<file path="config.mk">
export PLATFORM = sky130hd
export DESIGN_NAME = fetch_queue
export DESIGN_NICKNAME = d
export VERILOG_FILES = /design/src/rtl/fetch_queue.sv
export SDC_FILE = /design/constraint.sdc
export NUM_CORES = 1
export LEC_CHECK = 0
export CORE_ASPECT_RATIO = 1.75
export CORE_MARGIN = 3
export CORE_UTILIZATION = 28
export DETAILED_ROUTE_END_ITERATION = 10
export GPL_TIMING_DRIVEN = 0
export MAX_ROUTING_LAYER = met4
export SYNTH_ARGS = -nofsm -noshare
export SYNTH_HDL_FRONTEND = slang
export SYNTH_SLANG_ARGS = --single-unit
</file>
<file path="constraint.sdc">
create_clock -name clk -period 9.1 [get_ports clk]
set_input_delay 1.82 -clock clk [delete_from_list [all_inputs] [get_ports clk]]
set_output_delay 1.82 -clock clk [all_outputs]
set_load 0.02 [all_outputs]
</file>
<file path="src/rtl/fetch_queue.sv">
// fetch_queue: instruction-fetch front end; credit-limited outstanding requests feeding an
// in-order {pc, instr} buffer toward decode, with redirect flush of stale responses.
module fetch_queue #(
    parameter int PC_W = 9,
    parameter int INS_W = 32,
    parameter int DEPTH = 4,
    parameter logic [PC_W-1:0] RESET_PC = '0
) (
    input  logic             clk,
    input  logic             reset,
    input  logic             redirect,
    input  logic [PC_W-1:0]  redirect_pc,
    output logic             mem_req_valid,
    input  logic             mem_req_ready,
    output logic [PC_W-1:0]  mem_req_addr,
    input  logic             mem_rsp_valid,
    input  logic [INS_W-1:0] mem_rsp_data,
    output logic             out_valid,
    input  logic             out_ready,
    output logic [PC_W-1:0]  out_pc,
    output logic [INS_W-1:0] out_instr
);
    localparam int CW = $clog2(DEPTH + 1);
    localparam int AW = $clog2(DEPTH);

    logic [PC_W-1:0] fetch_pc_q, fetch_pc_d, rsp_pc_q, rsp_pc_d;
    logic [CW-1:0] inflight_q, inflight_d, discard_q, discard_d, count_q, count_d;
    logic [AW-1:0] rd_q, rd_d, wr_q, wr_d;
    logic [DEPTH-1:0][PC_W-1:0] pc_mem_q, pc_mem_d;
    logic [DEPTH-1:0][INS_W-1:0] ins_mem_q, ins_mem_d;
    logic [CW:0] used;
    logic req_hs, rsp, push, pop;

    // inflight counts every outstanding request, stale ones included, so discard never exceeds it
    always_comb begin
        used = {1'b0, inflight_q} + {1'b0, count_q};
        mem_req_valid = reset && !redirect && (used < (CW+1)'(DEPTH));
        mem_req_addr = fetch_pc_q;
        req_hs = mem_req_valid && mem_req_ready;
        rsp = mem_rsp_valid && (inflight_q != '0);
        push = rsp && (discard_q == '0) && !redirect;
        out_valid = (count_q != '0);
        pop = out_valid && out_ready && !redirect;
        out_pc = pc_mem_q[rd_q];
        out_instr = ins_mem_q[rd_q];
        fetch_pc_d = redirect ? redirect_pc : fetch_pc_q + (req_hs ? PC_W'(4) : PC_W'(0));
        rsp_pc_d = redirect ? redirect_pc : rsp_pc_q + (push ? PC_W'(4) : PC_W'(0));
        inflight_d = inflight_q + CW'(req_hs) - CW'(rsp);
        discard_d = redirect ? inflight_q - CW'(rsp) : discard_q - CW'(rsp && (discard_q != '0));
        count_d = redirect ? '0 : count_q + CW'(push) - CW'(pop);
        wr_d = redirect ? '0 : wr_q + AW'(push);
        rd_d = redirect ? '0 : rd_q + AW'(pop);
        pc_mem_d = pc_mem_q;
        ins_mem_d = ins_mem_q;
        if (push) begin
            pc_mem_d[wr_q] = rsp_pc_q;
            ins_mem_d[wr_q] = mem_rsp_data;
        end
    end

    always_ff @(posedge clk or negedge reset) begin
        if (!reset) begin
            fetch_pc_q <= RESET_PC;
            rsp_pc_q <= RESET_PC;
            inflight_q <= '0;
            discard_q <= '0;
            count_q <= '0;
            rd_q <= '0;
            wr_q <= '0;
            pc_mem_q <= '0;
            ins_mem_q <= '0;
        end else begin
            fetch_pc_q <= fetch_pc_d;
            rsp_pc_q <= rsp_pc_d;
            inflight_q <= inflight_d;
            discard_q <= discard_d;
            count_q <= count_d;
            rd_q <= rd_d;
            wr_q <= wr_d;
            pc_mem_q <= pc_mem_d;
            ins_mem_q <= ins_mem_d;
        end
    end
endmodule

</file>
=== Word level (Yosys, flattened, before mapping) ===
Index checks and enable logic that the tools add are counted.

* Order comparisons: 4
* Muxes and demuxes: 18
* Reductions and logical operators: 15
* Bitwise operators: 0
* Div/mod/pow operators: 0
* Equality and inequality tests: 0
* Shift-type cells: 0
* $add $sub $neg: 11
* Multiply operators: 0

{| class="wikitable"
|+ Operators by type and width
! cell !! number
|-
| 128-bit bitwise mux || 1
|-
| 32-bit binary-select mux with 2-bit select || 1
|-
| 32-bit demux with 2-bit select || 1
|-
| 32-bit 2-to-1 mux || 2
|-
| 36-bit bitwise mux || 1
|-
| 9-bit 2-to-1 mux || 4
|-
| 9-bit by 3-bit adder with 9-bit output || 2
|-
| 9-bit binary-select mux with 2-bit select || 1
|-
| 9-bit demux with 2-bit select || 1
|-
| 3-bit 2-to-1 mux || 4
|-
| 3-bit by 1-bit subtractor with 3-bit output || 4
|-
| 1-bit logical AND || 10
|-
| 3-bit nonzero test || 3
|-
| 3-bit by 1-bit adder with 3-bit output || 2
|-
| 2-bit by 3-bit less-than comparator with 1-bit output, second input constant || 2
|-
| 2-bit by 1-bit adder with 2-bit output || 2
|-
| 3-bit by 3-bit adder with 4-bit output || 1
|-
| 4-bit by 3-bit less-than comparator with 1-bit output, second input constant || 1
|-
| 2-bit 2-to-1 mux || 2
|-
| 3-bit logical NOT || 1
|-
| 2-bit by 1-bit >= comparator with 1-bit output, second input constant || 1
|-
| 1-bit logical NOT || 1
|}

* Bits of input ports: 47
* ROM bits: 0
* Word-level logic and storage cells: 63
* Output and inout bits: 52
* Register bits: 195
* Bits in latches: 0
* Memories: 0
* RAM bits: 0

=== Longest topological paths before layout ===
Gate-level depths: netlist of run 1.

* Word-level depth: 7
* Gate-level depth with buffers: 11
* Gate-level depth less buffers: 11

=== Worst setup path before layout of run 1 ===
Ideal clock, no wire load.

* Kind: input to output
* Start point: input port reset
* End point: output port mem_req_valid
* Stages: 2
* Path slack: 4.186 ns
* Data required time: 7.280 ns
* Buffers on the path: 0
* Data arrival time: 3.094 ns
* Cells stage by stage: or4b_2 -> a311oi_1

* Word-level cells in the longest chain between the ends: 2

{| class="wikitable"
|+ RTL lines
! item !! RTL line !! RTL
|-
| start: declaration || 10 || <nowiki>input logic reset,</nowiki>
|-
| 1-bit logical AND (2 in a row) || 37 || <nowiki>mem_req_valid = reset && !redirect && (used < (CW+1)'(DEPTH));</nowiki>
|-
| end: declaration || 13 || <nowiki>output logic mem_req_valid,</nowiki>
|}

Every way passes these cells.

=== Final worst setup path of run 1 ===
Ends and elaborated chain as after synthesis.

==> impl_metrics.py, run 1 <==
metrics = {
    "status": {
        "status": "complete, no violations",
    },
    "floorplanning": {
        "core-area_sq_um": 30400,
        "die_area_sq_um": 33300,
        "die-width_um": 139,
        "die_y_um": 239,
        "initial_utilization_pct": 28.7,
        "io_pins": 99,
        "rows": 84,
    },
    "power_and_ir_drop": {
        "power.density_nw_per_um2": 258,
        "p_leak_nw": 4.94,
        "vdd_ir_drop_max_mv": 0.129,
    },
    "detailed_routing": {
        "wl_met3_um": 465,
        "drtAntennaViolNets": 0,
        "dr.pass1.iters": 4,
        "route.top_layer_used": "met4",
        "wl_um": 19400,
        "drtIter0Drc": 181,
        "vias": 4946,
        "routedWlPerCell_um": 18.2,
        "met1Wirelength_um": 7670,
        "dr_wl_met2_um": 10900,
        "drc_errors": 0,
        "via_per_inst": 4.64,
    },
    "grt": {
        "grt_pass1_wl_um": 31000,
        "grt_max_degree": 111,
        "grt_overflow_total": 0,
        "gr-usage-all-layers_pct": 12.5,
        "grt_pass1_vias": 5462,
        "antenna_found_initial": 0,
    },
    "worst_setup_path": {
        "cpPeakStageDelay_ns": 0.69,
        "critPathRequiredTime_ns": 7.28,
        "end_kind": "output port",
        "crit_type": "input port to output port",
        "crit_fanout": 110,
        "path_cells": "buf_8 > or4b_2 > a311oi_1 > clkdlybuf4s50_1",
        "cp-start-kind": "input port",
        "crit_arrival_ns": 4.21,
        "cpMaxStageDelayCell": "clkdlybuf4s50_1",
    },
    "clocking": {
        "cts_post_setup_buffers_inserted": 0,
        "postCtsHoldBufs": 0,
        "cts-root-buf": "clkbuf_16",
        "clk_pin_slew_ns": 0.07,
        "clock_latency_ns": 0.45,
        "cts_num_sinks": 193,
        "cts_tree": "done",
        "ctsResizeCount": 0,
        "cts_buffers": 17,
        "cts.htree.levels": 4,
        "clk_path_buf_depth": 2,
    },
    "sta": {
        "worst_pin_slew_ns": 0.851,
        "period_needed_ns": 6.03,
        "slew_viol_final": 0,
        "finClkSkew_ns": 0.00639,
        "period_share_pct": 66.3,
        "fmax_mhz": 166,
        "rsz0062_at_grt": "no",
        "setup_viol": 0,
        "max_slew_margin_pct": 43.3,
        "hold_viol_final": 0,
        "layout_setup_ws_ns": 3.07,
    },
    "final_layout": {
        "layout-drive-gt1-share_pct": 38.8,
        "seq_area_sq_um": 4830,
        "fin_nets": 730,
        "synthToLayoutAreaGrowth_pct": 24.3,
        "multiInputGateArea_sq_um": 3610,
        "n_fill_cell": 2898,
        "layoutNonFillerInstCount": 1065,
        "antennaDiodeCount": 0,
    },
    "synthesis": {
        "synth_nets": 612,
        "yosysWarnings": 0,
        "syn_area_sq_um": 8700,
        "yosysSeqAreaShare_pct": 55.5,
        "netlist.area_leader.share_pct": 55.5,
        "postSynthCellCount": 547,
        "yosysUniqueCellTypes": 33,
        "synth_edf_count": 0,
        "synth_flop_cell": "dfrtp_1",
        "ys_async_sr_fraction_pct": 100,
        "synth_area_leader_cell": "dfrtp_1",
        "post-synth-top-count-cell": "dfrtp_1",
        "yosys_register_bits": 193,
        "synthTopCellsByCount": "dfrtp_1, mux2_2, mux4_2, ha_1, inv_1",
        "ys_top_cells_by_area": "dfrtp_1, mux2_2, mux4_2",
        "syn_avg_cell_area_sq_um": 15.9,
    },
    "placed_design": {
        "pre_cts_ws_ns": 3.05,
        "dp_hpwl_um": 13600,
        "numPlacedInstances": 1033,
        "io_buffers": 98,
        "gp_congestion": 0.738,
    },
    "hold_path": {
        "hold_class": "flip-flop to flip-flop",
    },
    "flow_run": {
        "timing.max_cap.violations": 0,
    },
}
==> cells by family (layout without fill, tap and decap cells) <==
group	after synthesis	in the layout	synth area share, %
adders and majority gates	18	18	2.76
and+or+nand+nor	49	49	3.46
DFF	193	193	55.5
xor gates and xnor gates	14	14	1.41
AOI/OAI and AO/OA	11	11	1.04
buffers and inverters	49	180	3.00
muxes	213	213	32.8
==> worst paths after layout <==
path	from	endpoint	slack [ns]	depth (start not counted)
worst max-delay path	reset	mem_req_valid	3.07	4
worst min-delay path	pc_mem_q[33]	pc_mem_q[33]	0.49	1
worst max register to register	inflight_q[2]	inflight_q[2]	5.91	11
worst min register to register	pc_mem_q[33]	pc_mem_q[33]	0.49	1
max in group asynchronous	reset	ins_mem_q[68]	6.71	2
min in group asynchronous	reset	ins_mem_q[18]	1.42	1
==> sequential cells by signal, summed over array words and instances, names as in the netlist <==
signal        cells
ins_mem_q       128
wr_q              2
rd_q              2
pc_mem_q         36
mem_req_addr      8
count_q           3
inflight_q        3
discard_q         3
rsp_pc_q          8
==> metal layers <==
layer / vias up / global-route usage, %
met5: - / -
met4: 0 / 5.01
met3: 19 / 1.92
met2: 63 / 22.8
met1: 2624 / 13.6
li1: 2240 / -
==> area by class of cell <==
type | count | share of cell area [%]
multi-input cells | 305 | 33.4
clock inverters | 14 | 1.64
inverters | 15 | 0.520
clock buffers | 18 | 4.06
well taps | 387 | 4.48
repair buffers | 99 | 9.37
plain buffers | 34 | 1.90
flip-flops and latches | 193 | 44.6
==> worst max-delay path: cells and delay by family <==
kind                   cells  cell delay (ns)
AO/OA/AOI/OAI              1             0.40
buffers and inverters      2             1.26
AND/OR/NAND/NOR            1             0.64
==> layout by cell type, fill, tap and decap left out, types with 3 or more instances in the layout <==
| cell | Yosys | layout |
|---|---|---|
| nor3b_1 | 5 | 5 |
| clkdlybuf4s50_1 | 0 | 97 |
| dfrtp_1 | 193 | 193 |
| xor2_1 | 8 | 8 |
| xnor2_1 | 6 | 6 |
| o21ai_0 | 5 | 5 |
| clkinvlp_4 | 0 | 3 |
| clkbuf_1 | 11 | 11 |
| bufinv_16 | 0 | 3 |
| a311oi_1 | 5 | 5 |
| nor2_1 | 10 | 10 |
| and3_1 | 4 | 4 |
| inv_6 | 0 | 4 |
| buf_4 | 10 | 10 |
| mux2_2 | 162 | 162 |
| buf_6 | 4 | 4 |
| nor2b_1 | 10 | 10 |
| mux4_2 | 41 | 41 |
| inv_1 | 15 | 15 |
| nand2_1 | 5 | 5 |
| buf_2 | 8 | 8 |
| ha_1 | 16 | 16 |
| mux2_1 | 8 | 8 |
| nand4_1 | 5 | 5 |
| clkbuf_16 | 0 | 17 |
==> where the power goes <==
| part | total [mW] | switching (mW) | leakage (nW) | internal, mW |
|---|---|---|---|---|
| clock network | 0.794 | 0.350 | 0.296 | 0.444 |
| registers | 1.10 | 0.0921 | 2.57 | 1.01 |
| logic | 0.894 | 0.398 | 2.08 | 0.496 |
| total | 2.79 | 0.840 | 4.94 | 1.95 |
==> through the flow <==
step | total power, mW | setup TNS (ns) | hold slack, ns | area, sq um | util, %
after floorplan | 1.65 | 0 | 0.453 | 8700 | -
after global placement | 2.02 | -444.48 | 0.463 | 10200 | 33.5
after detailed placement | 2.04 | 0 | 0.474 | 10200 | 33.6
after CTS | 2.84 | 0 | 0.491 | 10800 | 35.6
after global routing | 2.94 | 0 | 0.498 | 10800 | 35.6
final | 2.79 | 0 | 0.489 | 10800 | 35.6
(Power assumes the default switching activity.)
==> run 2: changes to the inputs <==
==> constraint.sdc (replaced) <==
create_clock -name clk -period 4.9 [get_ports clk]
set_input_delay 0.98 -clock clk [delete_from_list [all_inputs] [get_ports clk]]
set_output_delay 0.98 -clock clk [all_outputs]
set_load 0.02 [all_outputs]
==> results of run 2 <==
Same layout as run 1 (identical final DEF). Status: complete, no violations.
Main changes from that run: setup slack after placement 3.05 ns -> 0.526 ns; setup slack after layout 3.07 ns -> 0.548 ns; register-to-register setup slack 5.91 ns -> 1.71 ns; total power 2.79 mW -> 5.18 mW; worst IR drop on VDD 0.129 mV -> 0.240 mV
==> run 3: changes to the inputs <==
==> constraint.sdc (replaced) <==
create_clock -name clk -period 3.6 [get_ports clk]
set_input_delay 0.72 -clock clk [delete_from_list [all_inputs] [get_ports clk]]
set_output_delay 0.72 -clock clk [all_outputs]
set_load 0.02 [all_outputs]
==> run 3 against run 2 <==
Compared with the run above: global-route usage is essentially flat; cell count is the same; worst hold slack lost 0.28 ns; sequential share of layout area shrank 0.052 points; sequential cell count is the same; critical path depth is the same; clock-buffer cell count is the same; critical endpoint is now out_instr[25]; highest routed layer unchanged.
==> impl_metrics.py, run 3 (synthesized netlist as in run 1, its figures left out) <==
metrics = {
    "clocking": {
        "clk_pin_slew_ns": 0.07,
        "clk_path_buf_depth": 2,
        "cts.htree.levels": 4,
        "clock_latency_ns": 0.45,
        "cts_tree": "done",
        "cts_num_sinks": 193,
        "cts_buffers": 17,
        "postCtsHoldBufs": 0,
        "cts_post_setup_buffers_inserted": 0,
        "cts-root-buf": "clkbuf_16",
    },
    "floorplanning": {
        "die-width_um": 139,
        "initial_utilization_pct": 28.7,
        "io_pins": 99,
        "core-area_sq_um": 30400,
        "rows": 84,
        "die_y_um": 239,
        "die_area_sq_um": 33300,
    },
    "worst_setup_path": {
        "cp-startpoint": "rd_q[1]",
        "crit_fanout": 10,
        "end_kind": "output port",
        "crit_arrival_ns": 2.69,
        "crit_type": "flip-flop to output port",
        "critPathRequiredTime_ns": 2.88,
        "timing.rr.start": "inflight_q[2]",
        "cp-start-kind": "flip-flop",
    },
    "sta": {
        "fin_tns_setup_ns": 0,
        "fmax_mhz": 293,
        "max_slew_margin_pct": 49.5,
        "worst_pin_slew_ns": 0.757,
        "slew_viol_final": 0,
        "period_share_pct": 94.7,
        "hold_viol_final": 0,
        "setup_viol": 0,
        "period_needed_ns": 3.41,
        "finClkSkew_ns": 0.00656,
        "rsz0062_at_grt": "no",
    },
    "power_and_ir_drop": {
        "power.density_nw_per_um2": 651,
        "p_total_mw": 7.05,
        "vdd_ir_drop_max_mv": 0.326,
        "p_leak_nw": 4.95,
    },
    "final_layout": {
        "regMostFlops": "ins_mem_q",
        "antennaDiodeCount": 0,
        "synthToLayoutAreaGrowth_pct": 24.4,
        "final_common_cell": "dfrtp_1",
        "seq_area_sq_um": 4830,
        "layout-drive-gt1-share_pct": 38.9,
        "reg_top3": "ins_mem_q x128, pc_mem_q x36",
        "largest_reg_flops": 128,
        "multiInputGateArea_sq_um": 3610,
        "n_fill_cell": 2898,
        "fin_nets": 730,
        "layout_common_cells": "dfrtp_1, mux2_2, clkdlybuf4s50_1",
    },
    "placed_design": {
        "io_buffers": 98,
        "gp_congestion": 0.738,
        "dp_hpwl_um": 13600,
    },
    "grt": {
        "antenna_found_initial": 0,
        "grt_max_degree": 111,
        "grt_pass1_vias": 5463,
        "gr-usage-all-layers_pct": 12.5,
        "grt_pass1_wl_um": 31000,
        "grt_overflow_total": 0,
    },
    "hold_path": {
        "hold_class": "input port to asynchronous set/reset pin",
    },
    "status": {
        "status": "complete, no violations",
    },
    "detailed_routing": {
        "vias": 4943,
        "drc_errors": 0,
        "routedWlPerCell_um": 18.2,
        "via_per_inst": 4.64,
        "drtAntennaViolNets": 0,
        "drtIter0Drc": 194,
        "dr.pass1.iters": 4,
        "wl_um": 19400,
    },
    "flow_run": {
        "timing.max_cap.violations": 0,
    },
}
[run 3: routing by layer]
metal  track usage (%)  part of all wire (%)
met5                 -                     0
met4              5.01                   1.9
met3              1.92                   2.4
met2              22.8                    56
met1              13.6                    39
[run 3: final timing paths]
check	slack, ns	depth (start not counted)	endpoint
worst max register to register	0.42	11	inflight_q[2]
worst min register to register	0.49	1	pc_mem_q[33]
min in group clk	0.49	1	pc_mem_q[33]
worst max-delay path	0.19	4	out_instr[25]
worst min-delay path	0.21	1	ins_mem_q[18]
max in group asynchronous	2.51	2	ins_mem_q[68]
[run 3: area by class of cell]
class                      count  area share (%)
clock inverter                14            1.64
tap                          387            4.47
buffer                        34            1.91
multi-input combinational    305            33.4
inverter                      15           0.520
clock buffer                  18            4.05
sequential                   193            44.6
timing repair buffer          99            9.46
[run 3: metrics by stage]
step	worst slack [ns]	hold WS [ns]	util (%)	area (sq um)	instances
2_1_floorplan	0.197	0.424	-	8700	547
3_3_place_gp	-6.78	0.463	33.5	10200	1032
3_5_place_dp	-0.408	0.474	33.6	10200	1033
4_1_cts	0.0618	0.231	35.7	10800	1065
5_1_grt	0.0285	0.257	35.7	10800	1065
6_report	0.190	0.205	35.7	10800	1065
[run 3: what timing repair did]
item                       in CTS  in global routing
setup endpoints to repair       1                  1
hold endpoints to repair        0                  0
gates resized for setup         3                  2
[run 3: where the power goes]
part           total (mW)  internal (mW)  switching (mW)
clock                2.01           1.12           0.884
sequential           2.78           2.55           0.233
combinational        2.26           1.25            1.01
[run 3: worst max-delay path, stage by stage (launching register included)]
cell and delay, ns:
dfrtp_1 0.33, clkbuf_1 0.28, clkbuf_1 0.62, mux4_2 0.41, clkdlybuf4s50_1 0.60
